[src/rtl/sram_pkg.sv]
// ---------------------------------------------------------------------------
// sram_pkg
// Shared constants and types for the SRAM read-side burst master.
//   SRAM_ADDR_W / SRAM_DATA_W : default word-address and word widths
//   sram_addr_t / sram_word_t : address and data word types
//   rd_state_t                : burst reader FSM states
// ---------------------------------------------------------------------------
package sram_pkg;

   localparam int SRAM_ADDR_W = 7;
   localparam int SRAM_DATA_W = 32;

   typedef logic [SRAM_ADDR_W-1:0] sram_addr_t;
   typedef logic [SRAM_DATA_W-1:0] sram_word_t;

   typedef enum logic [1:0] {
      IDLE  = 2'd0,
      ISSUE = 2'd1,
      DRAIN = 2'd2,
      DONE  = 2'd3
   } rd_state_t;

endpackage

[src/rtl/sram_rd_fifo.sv]
// ---------------------------------------------------------------------------
// sram_rd_fifo
// Small synchronous FIFO buffering words returned from the SRAM before they
// are handed to the streaming output port.
//   clk, rst   : rising-edge clock, synchronous active-high clear
//   push, data : write one word (ignored when full unless popping too)
//   pop        : remove the head word (ignored when empty)
//   head       : current head word, forced to 0 while empty
//   count      : number of stored words, 0..DEPTH
//   empty      : no words stored
// DEPTH must be a power of two so the pointers wrap naturally.
// ---------------------------------------------------------------------------
module sram_rd_fifo #(
   parameter int DEPTH  = 4,
   parameter int DATA_W = 32,
   localparam int PTR_W = $clog2(DEPTH),
   localparam int CNT_W = PTR_W + 1
) (
   input  logic              clk,
   input  logic              rst,
   input  logic              push,
   input  logic [DATA_W-1:0] data,
   input  logic              pop,
   output logic [DATA_W-1:0] head,
   output logic [CNT_W-1:0]  count,
   output logic              empty
);

   logic [DATA_W-1:0] mem [DEPTH];
   logic [PTR_W-1:0]  wr_ptr;
   logic [PTR_W-1:0]  rd_ptr;
   logic              full;
   logic              do_push;
   logic              do_pop;

   assign empty   = (count == '0);
   assign full    = (count == CNT_W'(DEPTH));
   // A full FIFO can still accept a word when the head leaves in the same cycle.
   assign do_push = push && (!full || pop);
   assign do_pop  = pop && !empty;
   // Head is masked while empty so the output reads 0 out of reset.
   assign head    = empty ? '0 : mem[rd_ptr];

   // Storage array carries no reset; only the pointers define validity.
   always_ff @(posedge clk) begin
      if (do_push) begin
         mem[wr_ptr] <= data;
      end
   end

   // Pointer and occupancy bookkeeping; push+pop together keeps count.
   always_ff @(posedge clk) begin
      if (rst) begin
         wr_ptr <= '0;
         rd_ptr <= '0;
         count  <= '0;
      end else begin
         if (do_push) begin
            wr_ptr <= wr_ptr + PTR_W'(1);
         end
         if (do_pop) begin
            rd_ptr <= rd_ptr + PTR_W'(1);
         end
         case ({do_push, do_pop})
            2'b10:   count <= count + CNT_W'(1);
            2'b01:   count <= count - CNT_W'(1);
            default: count <= count;
         endcase
      end
   end

endmodule

[src/rtl/sram_burst_reader.sv]
// ---------------------------------------------------------------------------
// sram_burst_reader
// Read-side master for the shared SRAM interface. A start command captures a
// base address and a word count; the block then issues one SRAM read per
// cycle (credit-limited by the output buffer) and streams the returned words
// out over a valid/ready port. It never writes the SRAM.
//   clk, rst          : rising-edge clock, synchronous active-high reset
//   start             : begin a burst (only honoured in IDLE)
//   base_addr, length : first word address and word count (0..2^ADDR_W)
//   busy, done        : burst in progress / one-cycle completion pulse
//   out_data, out_valid, out_ready : streamed word handshake
//   sram_addr, sram_addr_ready, sram_read_pulse, sram_write_pulse : SRAM request
//   sram_dataout      : SRAM read data, valid READ_LAT cycles after a pulse
// READ_LAT is 1..3 and FIFO_DEPTH a power of two no smaller than READ_LAT+2.
// ---------------------------------------------------------------------------
module sram_burst_reader
   import sram_pkg::*;
#(
   parameter int ADDR_W     = SRAM_ADDR_W,
   parameter int DATA_W     = SRAM_DATA_W,
   parameter int READ_LAT   = 1,
   parameter int FIFO_DEPTH = 4
) (
   input  logic              clk,
   input  logic              rst,
   input  logic              start,
   input  logic [ADDR_W-1:0] base_addr,
   input  logic [ADDR_W:0]   length,
   output logic              busy,
   output logic              done,
   output logic [DATA_W-1:0] out_data,
   output logic              out_valid,
   input  logic              out_ready,
   output logic [ADDR_W-1:0] sram_addr,
   output logic              sram_addr_ready,
   output logic              sram_read_pulse,
   output logic              sram_write_pulse,
   input  logic [DATA_W-1:0] sram_dataout
);

   localparam int CNT_W = $clog2(FIFO_DEPTH) + 1;
   localparam int OCC_W = $clog2(FIFO_DEPTH + READ_LAT + 2) + 1;

   rd_state_t         state;
   logic [ADDR_W-1:0] next_addr;
   logic [ADDR_W:0]   burst_len;
   logic [ADDR_W:0]   issued;
   logic [READ_LAT-1:0] pend;

   logic [CNT_W-1:0]  fifo_count;
   logic              fifo_empty;
   logic              push;
   logic              pop;

   logic [OCC_W-1:0]  occupancy;
   logic              credit_ok;
   logic              inflight_zero;
   logic              last_leaving;

   assign sram_write_pulse = 1'b0;

   // Bit i of pend marks a read issued i+1 cycles ago; the top bit lines up
   // with the cycle its data is present on sram_dataout.
   assign push = pend[READ_LAT-1];
   assign pop  = out_valid && out_ready;

   sram_rd_fifo #(
      .DEPTH  (FIFO_DEPTH),
      .DATA_W (DATA_W)
   ) u_fifo (
      .clk   (clk),
      .rst   (rst),
      .push  (push),
      .data  (sram_dataout),
      .pop   (pop),
      .head  (out_data),
      .count (fifo_count),
      .empty (fifo_empty)
   );

   assign out_valid = !fifo_empty;

   // Occupancy as it will stand after this edge, before any new read:
   // stored words plus reads in flight (including the one on the bus now),
   // minus the word leaving through the output. Issuing only while this is
   // below the depth means every outstanding read has a FIFO slot reserved.
   always_comb begin
      occupancy = OCC_W'(fifo_count) + OCC_W'(sram_read_pulse);
      for (int i = 0; i < READ_LAT; i++) begin
         occupancy = occupancy + OCC_W'(pend[i]);
      end
      if (pop) begin
         occupancy = occupancy - OCC_W'(1);
      end
   end

   assign credit_ok     = (occupancy < OCC_W'(FIFO_DEPTH));
   assign inflight_zero = (pend == '0) && !sram_read_pulse;
   // The FIFO drains to empty at this edge (or already is).
   assign last_leaving  = (fifo_count == '0) || ((fifo_count == CNT_W'(1)) && pop);

   // Capture-pending shift register; a reset throws away returning reads.
   always_ff @(posedge clk) begin
      if (rst) begin
         pend <= '0;
      end else begin
         pend[0] <= sram_read_pulse;
         for (int i = 1; i < READ_LAT; i++) begin
            pend[i] <= pend[i-1];
         end
      end
   end

   // Burst FSM with registered SRAM request and status outputs. The first
   // read is launched straight out of IDLE so it appears the cycle after
   // start; an empty FIFO always has room for it.
   always_ff @(posedge clk) begin
      if (rst) begin
         state           <= IDLE;
         busy            <= 1'b0;
         done            <= 1'b0;
         sram_addr       <= '0;
         sram_addr_ready <= 1'b0;
         sram_read_pulse <= 1'b0;
         next_addr       <= '0;
         burst_len       <= '0;
         issued          <= '0;
      end else begin
         done            <= 1'b0;
         sram_addr_ready <= 1'b0;
         sram_read_pulse <= 1'b0;
         case (state)
            IDLE: begin
               if (start) begin
                  busy      <= 1'b1;
                  burst_len <= length;
                  if (length == '0) begin
                     state <= DONE;
                     done  <= 1'b1;
                  end else begin
                     state           <= ISSUE;
                     sram_addr       <= base_addr;
                     sram_addr_ready <= 1'b1;
                     sram_read_pulse <= 1'b1;
                     next_addr       <= base_addr + ADDR_W'(1);
                     issued          <= (ADDR_W+1)'(1);
                  end
               end
            end
            ISSUE: begin
               if (issued == burst_len) begin
                  state <= DRAIN;
               end else if (credit_ok) begin
                  sram_addr       <= next_addr;
                  sram_addr_ready <= 1'b1;
                  sram_read_pulse <= 1'b1;
                  // Address wraps modulo the memory depth by width.
                  next_addr       <= next_addr + ADDR_W'(1);
                  issued          <= issued + (ADDR_W+1)'(1);
               end
            end
            DRAIN: begin
               if (inflight_zero && last_leaving) begin
                  state <= DONE;
                  done  <= 1'b1;
               end
            end
            DONE: begin
               state <= IDLE;
               busy  <= 1'b0;
            end
            default: begin
               state <= IDLE;
               busy  <= 1'b0;
            end
         endcase
      end
   end

endmodule

[config.mk]
export PLATFORM = sky130hd
export DESIGN_NAME = sram_burst_reader
export DESIGN_NICKNAME = d
export VERILOG_FILES = /design/src/rtl/sram_pkg.sv /design/src/rtl/sram_rd_fifo.sv /design/src/rtl/sram_burst_reader.sv
export SDC_FILE = /design/constraint.sdc
export NUM_CORES = 1
export LEC_CHECK = 0
export CAP_MARGIN = 20
export CORE_UTILIZATION = 35
export CTS_CLUSTER_DIAMETER = 120
export DETAILED_ROUTE_END_ITERATION = 7
export DONT_BUFFER_PORTS = 1
export GPL_TIMING_DRIVEN = 0
export HOLD_SLACK_MARGIN = 0.05
export PLACE_DENSITY = 0.47
export RECOVER_POWER = 50
export SETUP_SLACK_MARGIN = 0.2
export SLEW_MARGIN = 20
export SYNTH_ARGS = -nofsm -noshare
export SYNTH_HDL_FRONTEND = slang
export SYNTH_HIERARCHICAL = 1
export SYNTH_SLANG_ARGS = --single-unit
[constraint.sdc]
create_clock -name clk -period 4.2 [get_ports clk]
set_input_delay 0.42 -clock clk [delete_from_list [all_inputs] [get_ports clk]]
set_output_delay 0.42 -clock clk [all_outputs]
set_load 0.005 [all_outputs]
After elaboration in Yosys (flattened, before gate mapping)
Memories as Yosys holds them, arrays and structs flattened. A register that Yosys moved wholly into a read port is not among the register bits.
Index checks and enable logic that the tools add are counted.
Word-level totals
  bits in latches: 0
  register bits after elaboration: 43
  ROM bits: 0
  output and inout port bits: 45
  bits of input ports: 51
  memories kept: 1
  memory bits (writable): 128
Operators by class
  add/subtract/negate cells: 10
  divide/modulo/power cells: 0
  muxes and demuxes: 38
  bitwise logic cells: 1
  eq/ne operators: 14
  multipliers: 0
  reductions and logical operators: 21
  $lt $le $gt $ge: 1
  shift-type cells: 0
Memory list
  u_fifo.mem: words 4, bits a word 32, rd ports 1, clocked after Yosys merged registers in 1, write ports 1, line sram_rd_fifo.sv:29  | logic [DATA_W-1:0] mem [DEPTH];
Operator list (number)
  7-bit two-way mux: 8
  32-bit two-way mux: 1
  8-bit two-way mux: 4
  7-bit case mux with 2 select lines: 2
  8-bit case mux with 2 select lines: 1
  7-bit by 1-bit adder with 7-bit output, second input constant: 2
  2-bit two-way mux: 6
  2-bit inequality test, second input constant: 6
  1-bit two-way mux: 10
  8-bit by 1-bit adder with 8-bit output, second input constant: 1
  8-bit equality test: 1
  8-bit zero test: 1
  2-bit case mux with 4 select lines: 1
  2-bit equality test, second input constant: 3
  1-bit logical AND: 6
  1-bit case mux with 2 select lines: 3
  3-bit case mux with 2 select lines: 1
  2-bit nonzero test: 3
  5-bit AND reduction: 1
  2-bit by 1-bit adder with 2-bit output, second input constant: 2
  3-bit by 1-bit adder with 4-bit output: 1
  4-bit by 1-bit adder with 4-bit output: 1
  2-bit by 1-bit equality test with 1-bit output, second input constant: 2
  4-bit by 3-bit less-than comparator with 1-bit output, second input constant: 1
  13 further kinds: 17

Longest topological paths before layout
Gate-level depths: netlist of run 1.
  depth after elaboration: 8
  depth in mapped cells: 11
  mapped depth without buffers: 10

Hierarchy
Netlist of run 1, hierarchy kept.
Modules (own cells, without submodules)
  sram_rd_fifo: sequential area each 4023.9 um^2, cells an instance 255, instances 1, area each 5311.3 um^2
  sram_burst_reader: sequential area each 720.7 um^2, cells an instance 245, instances 1, area each 2034.5 um^2

Worst setup path after synthesis of run 1
OpenSTA, ideal clock, no wires.
  path kind: register -> register
  from: register u_fifo.count[2]
  to: register u_fifo.count[2]
  buffers on the path: 1
  library setup time: 0.070 ns
  data arrival time: 2.942 ns
  stages on the path, launching flop included: 12
  slack: 1.188 ns
  required time: 4.130 ns
  clock period less this slack: 3.012 ns
  path through: dfxtp_1 -> nor3_2 -> clkbuf_1 -> and2b_1 -> o41a_1 -> inv_1 -> ha_1 -> inv_1 -> fa_1 -> xor2_1 -> or3_1 -> a21oi_1
Between the ends
  longest elaborated chain between the ends: 7
Ends and longest elaborated chain
  start: declaration: line sram_rd_fifo.sv:25  | output logic [CNT_W-1:0] count,
  start signal: assignment: line sram_rd_fifo.sv:65  | 2'b10: count <= count + CNT_W'(1);
  start signal: assignment: line sram_rd_fifo.sv:66  | 2'b01: count <= count - CNT_W'(1);
  start signal: assignment: line sram_rd_fifo.sv:67  | default: count <= count;
  3-bit zero test *: line sram_rd_fifo.sv:36  | assign empty = (count == '0);
  net fifo_empty: line sram_burst_reader.sv:51  | logic fifo_empty;
  1-bit zero test *: line sram_burst_reader.sv:81  | assign out_valid = !fifo_empty;
  1-bit logical AND *: line sram_burst_reader.sv:65  | assign pop = out_valid && out_ready;
  net pop: line sram_burst_reader.sv:53  | logic pop;
  1-bit logical OR: line sram_rd_fifo.sv:39  | assign do_push = push && (!full || pop);
  1-bit logical AND: line sram_rd_fifo.sv:39
  2-bit by 1-bit equality test with 1-bit output or 2-bit equality test (tied branches): line sram_rd_fifo.sv:64  | case ({do_push, do_pop})
  3-bit case mux with 2 select lines or 2-bit nonzero test (tied branches)
The timed path passes the listed nets; every way through them passes the cells marked *.
A chain may end at the register's enable or synchronous reset.

Final worst setup path of run 1
Same ends and word-level chain as after synthesis.

==> results.md, run 1 <==
- Status: complete, no violations
- HPWL after detailed placement: 10.1 mm
- Syn Nets: 565
- Initial antenna violation count: 0
- Fmax: 277 MHz
- Synth unique cells: 52
- ANT cells: 0
- Arrival @ worst endpoint: 3960 ps
- Clock Tree Buf Depth: 2
- Post-CTS Repair Setup Buffers: 0
- Final wirelength: 14.8 mm
- Most used cell, CP: inv_1
- Seq/Total Area, Yosys: 64.6%
- #FFs+latches synth: 173
- CTS resizes: 0
- Crit path cell chain: nor3_2, clkbuf_1, and2b_1, o41a_1, inv_1, ha_1, inv_1, fa_1, xor2_1, or3_1, a21oi_1
- Worst Hold Class: input port to flop
- Crit path largest cell delay: 600 ps
- VDD IR max: 0.000269 V
- # IOs: 96
- First-pass GRT wire length: 23.9 mm
- RSZ-0062 raised after global routing: false
- CTS buffer count: 17
- Drt first pass iters: 4
- Final Max Slew Viols: 0
- DR vias/cell: 5.18
- PwrDens: 538 nW/µm²
- Number of H-tree levels: 4
- CTS tree: built
- Register clock-pin slew on the reported worst setup and hold paths: 70 ps
- Cells after synthesis: 500
- Wire length per cell: 18.4 µm
- Final Power: 0.00450 W
- Number of global-route vias before repair: 4,445
- Skew final: 9.42 ps
- Critical Path RT: 4540 ps
- Die ar.: 21,600 µm²
- Root buf cell: clkbuf_16
- Crit path time final: 3620 ps
- Total core area: 20,400 µm²
- Fillers: 1,895
- Routed Antenna Nets: 0
- Pleak: 2.66 nW
- GRT Resource Usage Total: 14.8%
- Yosys warning count: 6
- Tcrit/Tclk final: 86.1%
- Worst Tran Pin Value: 899 ps
- Hold-fix buffers at CTS: 0
- Largest net degree at the start of global routing: 22
- Largest fanout on the critical path: 12
- Initial DRC count: 216
- Most common cell after layout, fill and taps aside: edfxtp_1
- Post-synth top flop: edfxtp_1
- NumNets Final: 588
- Synthesis-to-finish area growth: 14.0%
- Gr ovfl total: 0
- CP Capture Type: flop
- Vias post-DR: 4,178
- TNS Setup: 0 ps
- Slowest CP cell: clkbuf_1
- Async SR Flop Fraction: 0%
- Clock Sinks: 173
- Vert. Die Dim: 147 µm
- Mapped Area: 7350 µm²
- Max-cap violations: 0
- Final setup violation count: 0
- Rows: 52
- DIE WIDTH: 147 µm
- Critical Path Source Type: flop
- Clk_lat worst skew: 420 ps
- Starting Density: 36.0%
- GP Congestion: 0.815
- Layout cells sized above 1: 17.0%
- Commonest cells after routing, fill and taps aside: edfxtp_1, dfxtp_1, nand2_1
- Syn_area_per_cell: 14.7 µm²
- Slew margin rel.: 39.6%
- Final Hold Viols: 0
- EDFF count, synth: 128
- DRC violations left: 0
- Port buffer count: 0
- Setup CP Type: flop to flop
sequential cells by signal, indices dropped and copies added, names as in the netlist, 3 cells and up, named ones only:
register / cells
burst_len: 8
sram_addr: 7
issued: 8
next_addr: 7
u_fifo/mem: 128
u_fifo/count: 3
per-stage QoR:
stage / hold WS, ps / utilization [%] / instance area [µm²] / setup WS (ps) / instances
after CTS: 70.3 / 41.0 / 8380 / 472 / 806
after floorplan: 447 / - / 7350 / 1190 / 500
final: 91.1 / 41.0 / 8370 / 584 / 806
after global placement: 466 / 37.6 / 7680 / 446 / 770
after global routing: 58.5 / 41.0 / 8370 / 281 / 806
after detailed placement: 469 / 38.1 / 7790 / 495 / 774
report_power, final:
group / internal [W] / switching, W / leakage [nW]
logic: 0.000332 / 0.000549 / 0.852
registers: 0.00198 / 0.0000989 / 1.52
clock network: 0.000911 / 0.000632 / 0.289
total: 0.00322 / 0.00128 / 2.66
worst paths after layout:
| path | from | endpoint | slack [ps] | cells past startpoint |
|---|---|---|---|---|
| worst max-delay path | u_fifo/count[2]$_SDFFE_PP0P_ | u_fifo/count[2]$_SDFFE_PP0P_ | 580 | 11 |
| worst min-delay path | sram_dataout[29] | u_fifo/mem[0][29]$_DFFE_PP_ | 90 | 0 |
| worst max register to register | u_fifo/count[2]$_SDFFE_PP0P_ | u_fifo/count[2]$_SDFFE_PP0P_ | 580 | 11 |
| worst min register to register | burst_len[5]$_SDFFE_PP0P_ | burst_len[5]$_SDFFE_PP0P_ | 470 | 2 |
per-layer routing:
metal	routed length (µm)	GRT usage (%)	up-vias
li1	-	-	1946
met3	987	5.40	15
met1	5970	16.6	2099
met5	0	0	-
met2	7680	25.9	118
met4	195	4.64	0
Yosys cell counts (2+ instances only):
library cell	n	area share [%]
nor4_1	6	0.51
a31oi_1	5	0.43
a221o_1	2	0.27
buf_6	4	0.61
mux2_2	3	0.46
ha_1	12	2.0
xnor2_1	11	1.3
xor2_1	5	0.60
nand3_1	7	0.48
a211oi_1	6	0.61
fa_1	2	0.55
clkbuf_1	11	0.56
a22oi_1	2	0.20
or3_1	6	0.51
and2_1	7	0.60
buf_2	5	0.34
o31ai_1	5	0.51
mux4_2	32	9.8
nand2_1	38	1.9
buf_4	2	0.20
or4_1	5	0.51
dfxtp_1	45	12
a21oi_1	25	1.7
o21ai_0	8	0.55
nor2_1	25	1.3
edfxtp_1	128	52
nor2b_1	35	3.0
mux2i_1	4	0.55
nor3_1	5	0.34
a32oi_1	5	0.60
nand2b_1	3	0.26
inv_1	17	0.87
nand4_1	5	0.43
logic make-up after synthesis:
family | synth area share [%]
AOI/OAI and AO/OA | 5.91
xor gates and xnor gates | 1.91
adders and majority gates | 2.59
buffers and inverters | 2.59
DFF | 64.6
muxes | 11.3
other | 0.0510
and+or+nand+nor | 11.0
critical path, delay by kind of cell, from the launching register on:
kind                       cells  cell delay (ps)
and+or+nand+nor                3             1100
xor gates and xnor gates       1              150
buffers and inverters          3              760
adders and majority gates      2              550
DFF                            1              400
AOI/OAI and AO/OA              2              590
final cells by class:
cell class | count | area [µm²] | area share, %
Clock buffer | 25 | 508 | 6.07
Sequential cell | 173 | 4740 | 56.7
Multi-Input combinational cell | 288 | 2420 | 28.9
Timing Repair Buffer | 4 | 103 | 1.23
Clock inverter | 7 | 76.3 | 0.912
Inverter | 17 | 63.8 | 0.762
Buffer | 22 | 118 | 1.40
Tap cell | 270 | 338 | 4.03
Power figures use the tool's default switching activity.
==> run 2: changes to the inputs <==
CELL_PAD_IN_SITES_DETAIL_PLACEMENT = 0   (was unset)
CELL_PAD_IN_SITES_GLOBAL_PLACEMENT = 1   (was unset)
PLACE_DENSITY = 0.55   (was 0.47)
==> run 2 against run 1 <==
Global-route usage is 0.14 points higher; cell count unchanged; sequential share of layout area about the same; count of clock-buffer cells in the layout down 8; routed wire length grew 2.4%; hold slack got worse by 7.4 ps; register-to-register slack got worse by 80 ps; power rose by 0.75%; clock skew rose by 3.4 ps; largest cell class unchanged; highest routed layer unchanged.
==> results.md, run 2 (synthesis gave the netlist of run 1 again) <==
- Final Power: 0.00454 W (was 0.00450 W)
- Hold path start: sram_dataout[19] (was sram_dataout[29])
- Port buffer count: 0 (unchanged)
- Drt first pass iters: 4 (unchanged)
- Routed Antenna Nets: 0 (unchanged)
- DIE WIDTH: 147 µm (unchanged)
- Finished Cell Area: 8370 µm² (about the same)
- Largest Register: u_fifo/mem (unchanged)
- Number of H-tree levels: 4 (unchanged)
- ANT cells: 0 (unchanged)
- Critical R2R Launch: u_fifo/count[2]$_SDFFE_PP0P_ (unchanged)
- Starting Density: 36.0% (unchanged)
- Number of global-route vias before repair: 4,404 (was 4,445)
- Fillers: 1,919 (was 1,895)
- Total core area: 20,400 µm² (unchanged)
- Initial antenna violation count: 0 (unchanged)
- Clock Sinks: 173 (unchanged)
- Final Max Slew Viols: 0 (unchanged)
- Largest net degree at the start of global routing: 21 (was 22)
- WHS Path Cells: 0 (unchanged)
- Critical Path RT: 4550 ps (was 4540 ps)
- Root buf cell: clkbuf_16 (unchanged)
- CP Capture Type: flop (unchanged)
- CTS resizes: 0 (unchanged)
- DRC violations left: 0 (unchanged)
- Crit path time final: 3690 ps (was 3620 ps)
- Setup CP Type: flop to flop (unchanged)
- Die ar.: 21,600 µm² (unchanged)
- Final Hold Viols: 0 (unchanged)
- Fin cells: 806 (unchanged)
- HPWL after detailed placement: 10.3 mm (was 10.1 mm)
- Vias post-DR: 4,106 (was 4,178)
- # IOs: 96 (unchanged)
- Slew margin rel.: 32.6% (was 39.6%)
- Clock Tree Buf Depth: 2 (unchanged)
- Worst Hold Class: input port to flop (unchanged)
- Critical Path Source Type: flop (unchanged)
- Area after DPL: 7780 µm² (was 7790 µm²)
- NumNets Final: 588 (unchanged)
- CTS buffer count: 17 (unchanged)
- Max reg flops: 128 (unchanged)
- PwrDens: 542 nW/µm² (was 538 nW/µm²)
- Number of instances in the placed design: 774 (unchanged)
- Final setup violation count: 0 (unchanged)
- VDD IR max: 0.000261 V (was 0.000269 V)
- Pleak: 2.66 nW (about the same)
- Top Registers: u_fifo/mem (128), burst_len (8), issued (8) (unchanged)
- Status: complete, no violations (unchanged)
- Arrival @ worst endpoint: 4040 ps (was 3960 ps)
- Hold Path End: u_fifo/mem[0][19]$_DFFE_PP_ (was u_fifo/mem[0][29]$_DFFE_PP_)
- First-pass GRT wire length: 24.0 mm (was 23.9 mm)
- Rows: 52 (unchanged)
- Initial DRC count: 265 (was 216)
- GP Congestion: 0.749 (was 0.815)
- TNS Setup: 0 ps (unchanged)
- RR Endpoint: u_fifo/count[2]$_SDFFE_PP0P_ (unchanged)
- GRT Resource Usage Total: 14.9% (was 14.8%)
- Worst Reg-to-Reg Cells: 11 (unchanged)
- Hold-fix buffers at CTS: 0 (unchanged)
- Area of the multi-input gates: 2420 µm² (unchanged)
- Wire length per cell: 18.9 µm (was 18.4 µm)
- Register clock-pin slew on the reported worst setup and hold paths: 70 ps (about the same)
- Clk_lat worst skew: 430 ps (was 420 ps)
- Largest fanout on the critical path: 12 (unchanged)
- Final wirelength: 15.2 mm (was 14.8 mm)
- R2R setup slack: 510 ps (was 580 ps)
- Sequential Area: 4740 µm² (unchanged)
- Commonest cells after routing, fill and taps aside: edfxtp_1, dfxtp_1, nand2_1 (unchanged)
- Post-CTS Repair Setup Buffers: 0 (unchanged)
- Synthesis-to-finish area growth: 14.0% (about the same)
- Tcrit/Tclk final: 87.9% (was 86.1%)
- Max-cap violations: 0 (unchanged)
- Worst Tran Pin Value: 1000 ps (was 899 ps)
- CTS tree: built (unchanged)
- Layout cells sized above 1: 17.9% (was 17.0%)
- DR vias/cell: 5.09 (was 5.18)
- Most common cell after layout, fill and taps aside: edfxtp_1 (unchanged)
- Vert. Die Dim: 147 µm (unchanged)
- RSZ-0062 raised after global routing: false (unchanged)
- Fmax: 271 MHz (was 277 MHz)
- Gr ovfl total: 0 (unchanged)
- Skew final: 12.8 ps (was 9.42 ps)
-- run 2: changes by cell type in the layout (fill, tap and decap cells not counted), moves of 2 or more --
cell / before / now
clkbuf_1: 18 / 13
clkbuf_16: 19 / 17
inv_4: 2 / 0
inv_6: 1 / 5
inv_8: 1 / 4
-- run 2: layer usage --
| metal | wire (µm) | track usage [%] | share of wire, % |
|---|---|---|---|
| met5 | 0 | 0 | 0 |
| met4 | 231 | 4.84 | 1.5 |
| met3 | 1020 | 5.47 | 6.7 |
| met2 | 7600 | 25.0 | 50 |
| met1 | 6340 | 17.6 | 42 |
-- run 2: area by class of cell --
class	instances	area share, %
clock inverters	15	1.97
clock buffers	17	5.08
plain buffers	22	1.40
flip-flops and latches	173	56.7
inverters	17	0.762
multi-input cells	288	28.9
well taps	270	4.04
repair buffers	4	1.14
-- run 2: critical path: stages (launching register included) --
cell      delay, ps
dfxtp_1         410
nor3_2          550
clkbuf_1        600
and2b_1         310
o41a_1          440
inv_1           100
ha_1            180
inv_1            60
fa_1            370
xor2_1          160
or3_1           300
a21oi_1         140
-- run 2: where the power goes --
| group | leakage (nW) | total [W] | switching, W | internal (W) |
|---|---|---|---|---|
| combinational | 0.849 | 0.000894 | 0.000562 | 0.000332 |
| clock | 0.290 | 0.00157 | 0.000718 | 0.000848 |
| sequential | 1.52 | 0.00208 | 0.0000986 | 0.00198 |
-- run 2: worst max path at each step --
stage / endpoint / from
after floorplan: u_fifo/count[2]$_SDFFE_PP0P_ / u_fifo/count[2]$_SDFFE_PP0P_
after global placement: u_fifo/mem[0][19]$_DFFE_PP_ / u_fifo/count[2]$_SDFFE_PP0P_
after detailed placement: u_fifo/count[2]$_SDFFE_PP0P_ / u_fifo/count[2]$_SDFFE_PP0P_
after CTS: u_fifo/count[2]$_SDFFE_PP0P_ / u_fifo/count[2]$_SDFFE_PP0P_
after global routing: u_fifo/count[2]$_SDFFE_PP0P_ / u_fifo/count[2]$_SDFFE_PP0P_
final: u_fifo/count[2]$_SDFFE_PP0P_ / u_fifo/count[2]$_SDFFE_PP0P_
-- run 2: per-stage QoR --
stage	hold WS, ps	util (%)	worst slack (ps)
finish	83.7	41.0	507
global route	53.6	41.0	247
CTS	66.3	41.0	466
detailed placement	463	38.1	478
global placement	467	37.6	450
floorplan	447	-	1190
